## src/rtl/dmem_arbiter.sv

```systemverilog
// Two-port arbiter and access sequencer sharing the single-port data memory between the
// CPU MEM stage and the SAD window-fetch engine. One access every two cycles, range-checked.
module dmem_arbiter #(
    parameter int unsigned CPU_PRIORITY = 0,
    parameter int unsigned MAX_WAIT     = 4
) (
    input  logic        clk,
    input  logic        Reset,
    input  logic        cpu_req,
    input  logic [31:0] cpu_addr,
    input  logic [31:0] cpu_wdata,
    input  logic        cpu_we,
    input  logic [4:0]  cpu_aluCode,
    output logic        cpu_ack,
    output logic [31:0] cpu_rdata,
    output logic        cpu_stall,
    input  logic        acc_req,
    input  logic [31:0] acc_addr,
    input  logic [31:0] acc_wdata,
    input  logic        acc_we,
    input  logic [4:0]  acc_aluCode,
    output logic        acc_ack,
    output logic [31:0] acc_rdata,
    output logic [31:0] mem_Address,
    output logic [31:0] mem_WriteData,
    output logic        mem_MemWrite,
    output logic        mem_MemRead,
    output logic [4:0]  mem_aluCode,
    input  logic [31:0] mem_ReadData,
    output logic        addr_err
);

    typedef enum logic {StIdle, StBusy} state_e;

    localparam logic [3:0] MaxWaitW = 4'(MAX_WAIT);

    state_e      state_q;
    logic        last_acc_q;
    logic [3:0]  wait_cnt_q;
    logic        grant_acc_q;
    logic        we_q;
    logic        oor_q;
    logic        cpu_ack_q;
    logic        acc_ack_q;
    logic [31:0] cpu_rdata_q;
    logic [31:0] acc_rdata_q;
    logic        addr_err_q;
    logic [31:0] mem_addr_q;
    logic [31:0] mem_wdata_q;
    logic        mem_we_q;
    logic        mem_re_q;
    logic [4:0]  mem_alu_q;

    logic        cpu_elig;
    logic        acc_elig;
    logic        pick_acc;
    logic [31:0] sel_addr;
    logic [31:0] sel_wdata;
    logic        sel_we;
    logic [4:0]  sel_alu;
    logic        sel_oor;
    logic [31:0] busy_rdata;

    always_comb begin
        cpu_elig = cpu_req & ~cpu_ack_q;
        acc_elig = acc_req & ~acc_ack_q;
        pick_acc = 1'b0;
        if (acc_elig && !cpu_elig) begin
            pick_acc = 1'b1;
        end else if (acc_elig && cpu_elig) begin
            if (CPU_PRIORITY == 0) pick_acc = ~last_acc_q;
            else                   pick_acc = (wait_cnt_q == MaxWaitW);
        end
        sel_addr  = pick_acc ? acc_addr    : cpu_addr;
        sel_wdata = pick_acc ? acc_wdata   : cpu_wdata;
        sel_we    = pick_acc ? acc_we      : cpu_we;
        sel_alu   = pick_acc ? acc_aluCode : cpu_aluCode;
        sel_oor   = |sel_addr[31:14];
        // Stores and out-of-range accesses return zero.
        busy_rdata = (we_q || oor_q) ? 32'h0 : mem_ReadData;
    end

    always_ff @(posedge clk) begin
        if (Reset) begin
            state_q     <= StIdle;
            last_acc_q  <= 1'b1;
            wait_cnt_q  <= 4'd0;
            grant_acc_q <= 1'b0;
            we_q        <= 1'b0;
            oor_q       <= 1'b0;
            cpu_ack_q   <= 1'b0;
            acc_ack_q   <= 1'b0;
            cpu_rdata_q <= 32'h0;
            acc_rdata_q <= 32'h0;
            addr_err_q  <= 1'b0;
            mem_addr_q  <= 32'h0;
            mem_wdata_q <= 32'h0;
            mem_we_q    <= 1'b0;
            mem_re_q    <= 1'b0;
            mem_alu_q   <= 5'd0;
        end else begin
            cpu_ack_q <= 1'b0;
            acc_ack_q <= 1'b0;
            case (state_q)
                StIdle: begin
                    if (cpu_elig || acc_elig) begin
                        state_q     <= StBusy;
                        grant_acc_q <= pick_acc;
                        last_acc_q  <= pick_acc;
                        we_q        <= sel_we;
                        oor_q       <= sel_oor;
                        mem_addr_q  <= sel_addr;
                        mem_wdata_q <= sel_wdata;
                        mem_alu_q   <= sel_alu;
                        mem_we_q    <= sel_we & ~sel_oor;
                        mem_re_q    <= ~sel_we & ~sel_oor;
                        if (pick_acc) begin
                            wait_cnt_q <= 4'd0;
                        end else if (acc_elig && wait_cnt_q != 4'd15) begin
                            wait_cnt_q <= wait_cnt_q + 4'd1;
                        end
                    end
                end
                StBusy: begin
                    state_q     <= StIdle;
                    mem_addr_q  <= 32'h0;
                    mem_wdata_q <= 32'h0;
                    mem_we_q    <= 1'b0;
                    mem_re_q    <= 1'b0;
                    mem_alu_q   <= 5'd0;
                    if (oor_q) addr_err_q <= 1'b1;
                    if (grant_acc_q) begin
                        acc_ack_q   <= 1'b1;
                        acc_rdata_q <= busy_rdata;
                    end else begin
                        cpu_ack_q   <= 1'b1;
                        cpu_rdata_q <= busy_rdata;
                    end
                end
                default: state_q <= StIdle;
            endcase
        end
    end

    assign cpu_ack       = cpu_ack_q;
    assign acc_ack       = acc_ack_q;
    assign cpu_rdata     = cpu_rdata_q;
    assign acc_rdata     = acc_rdata_q;
    assign cpu_stall     = cpu_req & ~cpu_ack_q;
    assign addr_err      = addr_err_q;
    assign mem_Address   = mem_addr_q;
    assign mem_WriteData = mem_wdata_q;
    assign mem_MemWrite  = mem_we_q;
    assign mem_MemRead   = mem_re_q;
    assign mem_aluCode   = mem_alu_q;

endmodule

```

## config.mk

```make
export PLATFORM = sky130hd
export DESIGN_NAME = dmem_arbiter
export DESIGN_NICKNAME = d
export VERILOG_FILES = /design/src/rtl/dmem_arbiter.sv
export SDC_FILE = /design/constraint.sdc
export NUM_CORES = 1
export LEC_CHECK = 0
export CAP_MARGIN = 20
export CORE_ASPECT_RATIO = 1.25
export CORE_UTILIZATION = 36
export CTS_BUF_LIST = sky130_fd_sc_hd__clkbuf_4 sky130_fd_sc_hd__clkbuf_8
export DETAILED_ROUTE_END_ITERATION = 12
export PLACE_DENSITY = 0.77
export SETUP_SLACK_MARGIN = 0.2
export SYNTH_ARGS = -nofsm -noshare
export SYNTH_HDL_FRONTEND = slang
export SYNTH_SLANG_ARGS = --single-unit
```

## constraint.sdc

```tcl
create_clock -name clk -period 1.5 [get_ports clk]
set_input_delay 0.225 -clock clk [delete_from_list [all_inputs] [get_ports clk]]
set_output_delay 0.225 -clock clk [all_outputs]
set_load 0.05 [all_outputs]
```

==> results.tsv <==
stage	metric	value	unit
place	place_area	9140	um^2
outcome	violations	negative setup slack	
floorplan	start_util	37.0	%
worst_setup_path	cp_slowest_cell	dfxtp_4	
timing	worst_slew_pin_slew	0.384	ns
clocking	cts_buffer_depth	2	
worst_setup_path	worst_ep_required_time	1.82	ns
worst_setup_path	cp_num_cells	5	
synthesis	synth_top_cell_by_area	dfxtp_1	
detailed_routing	avgRoutedWirePerCell	17.9	um
synthesis	yosysMostFrequentCell	dfxtp_1	
clocking	cts_sinks	143	
timing	finalCriticalPeriod	1.52	ns
floorplan	die_w	113	um
clocking	clk_latency	0.44	ns
synthesis	synth_edf_count	0	
clocking	cts_root_buf	clkbuf_8	
synthesis	ys.warnings.count	0	
worst_setup_path	worst_setup_path_end_kind	register	
place	gp_congestion	0.818	
worst_setup_path	r2r-end	mem_Address[21]	
place	io_buffers	314	
global_routing	overflow	0	
cells_and_area	fin_cells	1188	
floorplan	die_y	141	um
worst_setup_path	path_cells	nand3b_1 -> nand2_4 -> buf_4 -> mux2i_1 -> o21ai_2	
synthesis	synth_xor_area_share	0	%
detailed_routing	drt_first_iter_violations	207	
timing	rsz0062_at_grt	yes	
global_routing	antenna_found_initial	0	
synthesis	synth_flop_cell	dfxtp_1	
place	place_inst	1142	
floorplan	num_rows	50	
timing	report.final.slew_viol_count	0	
place	hpwl	14800	um
detailed_routing	drt-total-wl	21300	um
worst_setup_path	worstPathMaxFanout	11	
cells_and_area	post-route-util	67.1	%
detailed_routing	route.detailed.drc	0	
clocking	cts-htree-levels	4	
worst_setup_path	arrival	1.84	ns
detailed_routing	via_per_inst	4.96	
worst_setup_path	crit_path_start_kind	register	
power_and_ir_drop	p_leak	4.29	nW
job	maxCapViolations	0	
synthesis	yosys-top-cells-area	dfxtp_1, mux2i_1, nand2_1, a21oi_1, nand3_1	
worst_setup_path	cp_num_buf_inv	1	
synthesis	async_reset_ff_share	0	%
synthesis	synth_top_family_by_area	simple AND/OR/NAND/NOR gates	
floorplan	dieArea	16000	um^2
global_routing	grtUsageTotal	25.6	%
synthesis	synth_fa_ha_area_share	0	%
detailed_routing	vias	5890	
cells_and_area	area_delta_synth_final	81.2	%
worst_hold_path	worstHoldPathType	in2reg	
worst_setup_path	path_class	reg2reg	
synthesis	synth_compound_area_share	13.7	%
global_routing	grt_pass1_wl	31200	um
synthesis	synth_mux_area_share	12.6	%
clocking	cts_buffers	17	
worst_setup_path	cp_top_family	simple AND/OR/NAND/NOR gates	
synthesis	yosysTopAreaCellShare	51.3	%
detailed_routing	firstDrtPassIters	4	
timing	post-route-period-util	101	%
cells_and_area	fin_area	10100	um^2
synthesis	synth_simple_gate_area_share	18.1	%
cells_and_area	drive_gt1_share	27.9	%
synthesis	seq_area_frac_synth	51.3	%
detailed_routing	postRouteAntennaNets	0	
synthesis	ys_seq_elements	143	
cells_and_area	diodes	0	
synthesis	syn_area	5580	um^2
worst_hold_path	hold_path_depth	2	
synthesis	synth_commonest_cells	dfxtp_1, nand2_1, mux2i_1, a21oi_1, nand3_1	
power_and_ir_drop	p_per_area	1050	nW/um^2
clocking	cts_tree	done	
synthesis	syn-mean-instance-area	8.70	um^2
floorplan	pin_count	315	
worst_setup_path	r2r_start	cpu_ack	
worst_hold_path	min_from	Reset	
timing	fmax	659	MHz
floorplan	fp.coreArea	15100	um^2
clocking	cts_hold_repair.buffers	0	
worst_setup_path	rrSetupSlack	-0.02	ns
global_routing	grt_max_degree	69	
clocking	clk_pin_slew	0.07	ns
timing	relSlewSlack	74.1	%
synthesis	syn_inst	641	
worst_hold_path	hold_end	grant_acc_q	
worst_setup_path	slowest_delay	0.34	ns
timing	finalClockSkew	0.00910	ns
timing	hold_viol_final	0	
synthesis	synth_fp_nets	817	
timing	setup_viol	2	
timing	finalWorstSetupSlack	-0.0176	ns
global_routing	grt_pass1_vias	5776	
power_and_ir_drop	peakVddDrop	0.699	mV
cells_and_area	final_nets	1144	
worst_setup_path	ff2ff_path_depth	5	
synthesis	synth_cell_types	33	
outcome	outcome	finished, violations left	
==> final cells by class <==
| class | instances | area (um^2) |
|---|---|---|
| clock buffer | 21 | 283 |
| clock inverter | 10 | 184 |
| fill | 1177 | 4970 |
| inverter | 1 | 3.75 |
| tap | 208 | 260 |
| timing repair buffer | 361 | 3810 |
| multi-input combinational | 444 | 2690 |
| sequential | 143 | 2880 |
==> state kept, by name, indices dropped and copies added (netlist names) <==
register,cells
mem_aluCode,5
cpu_rdata,32
mem_MemWrite,1
cpu_ack,1
acc_ack,1
mem_MemRead,1
mem_Address,32
mem_WriteData,32
acc_rdata,32
last_acc_q,1
addr_err,1
we_q,1
grant_acc_q,1
state_q,1
oor_q,1
==> layout by cell type (no fill, tap or decap), types with 5 or more instances in the layout <==
cell type / Yosys / final
clkdlybuf4s50_1: 0 / 174
dfxtp_1: 143 / 135
buf_4: 0 / 129
nand2_1: 135 / 118
nand3_1: 66 / 66
a21oi_1: 66 / 66
mux2i_1: 70 / 65
o21ai_1: 11 / 57
buf_12: 0 / 39
clkbuf_8: 0 / 20
o21ai_2: 0 / 13
nand2_2: 1 / 10
nand2_4: 0 / 8
buf_6: 2 / 8
nor4_1: 7 / 7
nor2_1: 7 / 6
dfxtp_2: 0 / 6
bufinv_16: 0 / 5
clkbuf_16: 0 / 5
==> through the flow <==
step | power [mW] | worst slack, ns | setup TNS, ns | hold WS (ns)
finish | 10.6 | -0.0176 | -0.0184 | 0.119
global route | 11.0 | -0.0801 | -0.903 | 0.102
CTS | 10.6 | 0.0105 | 0 | 0.101
detailed placement | 6.91 | -0.479 | -20.71 | 0.441
global placement | 6.89 | -0.458 | -19.44 | 0.437
floorplan | 5.64 | 0.0240 | 0 | 0.373
==> logic make-up (layout without fill, tap and decap cells) <==
group,Yosys count,count (layout)
flip-flops,143,143
buffers and inverters,54,393
AO/OA/AOI/OAI,146,146
multiplexers,70,70
AND/OR/NAND/NOR,228,228
==> routing by layer <==
metal  GRT usage (%)  wire length (um)
met5               0                 0
met4            7.06               382
met3            12.5              2470
met2            43.7             10300
met1            28.1              8070
==> worst register-to-register path, delay by kind of cell (launching register included) <==
kind,cells,cell delay [ns]
AND/OR/NAND/NOR,2,0.45
flip-flops,1,0.34
multiplexers,1,0.30
buffers and inverters,1,0.23
AO/OA/AOI/OAI,1,0.08
==> how the worst max path moves through the flow <==
stage                 start               end
3_3_place_gp   cpu_addr[27]      mem_MemWrite
4_1_cts             cpu_ack  mem_WriteData[0]
6_report            cpu_ack   mem_Address[21]
2_1_floorplan       cpu_ack    mem_Address[0]
5_1_grt             cpu_ack   mem_Address[21]
3_5_place_dp   cpu_addr[27]      mem_MemWrite
==> where the power goes <==
part	leakage, nW	switching (mW)	internal, mW
logic	2.88	1.56	1.27
clock network	0.231	1.47	2.12
registers	1.17	0.171	4.02
==> what timing repair did <==
action | in CTS | in global routing
setup buffers | 6 | 0
pin swaps | 4 | 13
cloned | 2 | 7
endpoints found under the setup margin | 101 | 79
resized for setup | 15 | 56
Power figures use the tool's default switching activity.
==> variant, RTL diff (config.mk and constraints unchanged) <==
Reset style: asynchronous (`Reset`), changed in one clocked block.
--- a/src/rtl/dmem_arbiter.sv
+++ b/src/rtl/dmem_arbiter.sv
@@ -80,7 +80,7 @@
         busy_rdata = (we_q || oor_q) ? 32'h0 : mem_ReadData;
     end
 
-    always_ff @(posedge clk) begin
+    always_ff @(posedge clk or posedge Reset) begin
         if (Reset) begin
             state_q     <= StIdle;
             last_acc_q  <= 1'b1;
Check against the original RTL: differs if Reset is asserted again (counterexample within 4 cycles, from zero or initial values and one cycle with Reset high); with Reset held inactive, the same outputs for 10 cycles.
==> variant against the original RTL <==
  * Critical endpoint is now mem_WriteData[20]
  * Maximum frequency is 4.5% lower
  * The run still ends with negative setup slack left
  * Count of clock-buffer cells in the layout is 3 lower
  * Highest routed layer unchanged
  * Non-clock buffer count is 24 higher
  * Synthesized area is 13% higher
  * Die area is 13% higher
  * Critical path depth stayed put
  * Setup slack worse by 0.072 ns
  * Sequential cell count stayed put
  * Wire length is 6.1% higher
  * Cell area is 10% higher
Power is not compared: it rests on default switching activity, and its combinational part moved more than twofold at a synthesized area within 25%.
==> variant: results (changes against the original RTL) <==
Status
  – Outcome: finished, violations left
  – Violations in the final reports: negative setup slack

Placement
  – Detailed placer's ending HPWL: 15.2 mm (+2.9%)
  – Post-DP Area: 9970 sq um (+9.1%)
  – Cell count after placement: 1,216 (+6.5%)

STA
  – Slew at the pin closest to its max-slew limit: 0.828 ns (+0.444 ns)
  – Fin Clk Skew: 0.0120 ns (+0.00289 ns)
  – Final worst slack: -0.0893 ns (-0.0717 ns)
  – Final setup violation count: 51 (+49)

Global routing
  – Maximum number of pins on one net before global-route repair: 66 (-4.3%)
  – Vias in the first global route: 6,602 (+14%)
  – Met2 global-route usage: 0.425 (-0.0116)
  – M3 GR Usage: 0.0800 (-0.0446)
  – GR Util met1: 0.270 (-0.0110)

Synth
  – Proportion of synthesized chip area in sequential cells: 0.569 (+0.0560)
  – Dominant synthesized flop cell: sky130_fd_sc_hd__dfrtp_1
  – Area fraction in compound gates after synthesis: 0.159 (+0.0219)
  – Top cells by instance count after synthesis: sky130_fd_sc_hd__nand2_1 (168), sky130_fd_sc_hd__dfrtp_1 (142), sky130_fd_sc_hd__nand3_1 (73)
  – Total nets after synthesis: 863 (+5.6%)

Critical path
  – Critical-path cell with the highest stage delay: sky130_fd_sc_hd__dfstp_2
  – Max stage delay on crit path: 0.54 ns (+0.20 ns)
  – Critical path peak fanout: 24 (+13)
  – Crit path arrival time: 1.92 ns (+0.08 ns)

Worst hold path
  – Worst min-delay path category: primary input to asynchronous set/reset pin

Route
  – Post-detailed-route via-to-cell ratio: 5.22 (+5.4%)
  – Routed length on met3: 1.99 mm (-19%)
  – WL met1: 8.31 mm (+3.0%)
  – Number of DRC markers after the initial detailed-route iteration: 280 (+35%)
  – Detail Route met2 WL: 11.8 mm (+14%)
  – Average wire per standard cell: 17.9 um (about the same)

Final layout
  – Fraction of layout instances using a drive strength above 1: 0.298 (+0.0192)
  – Total non-filler cell area in the finished layout: 11,100 sq um (+10%)
  – Filler cell count in the final layout: 1,368 (+16%)

CTS
  – Cts repair resizes: 18 (+3)
## variant: final timing paths
kind / startpoint / end / slack [ns] / depth (start not counted)
setup / recovery: last_acc_q / mem_WriteData[20] / -0.09 / 5
hold / removal: Reset / mem_Address[31] / 0.06 / 2
setup reg to reg: last_acc_q / mem_WriteData[20] / -0.09 / 5
hold reg to reg: cpu_rdata[25] / cpu_rdata[25] / 0.48 / 2
max in group asynchronous: Reset / mem_aluCode[2] / 0.91 / 4
min in group clk: mem_ReadData[11] / acc_rdata[11] / 0.34 / 3
## variant: kinds of logic (layout without fill, tap and decap cells)
logic type,after synthesis,after routing
AOI/OAI and AO/OA,143,143
muxes,2,2
DFF,143,143
buffers and inverters,70,424
and+or+nand+nor,329,329
## variant: area by class of cell
class                           instances  area, sq um  share of cell area
Sequential cell                       143         3580               0.322
Timing Repair Buffer                  385         4100               0.369
Multi-Input combinational cell        474         2760               0.248
Clock buffer                           18          241              0.0217
Clock inverter                         14          133              0.0119
Inverter                                7         33.8             0.00304
Tap cell                              220          275              0.0248
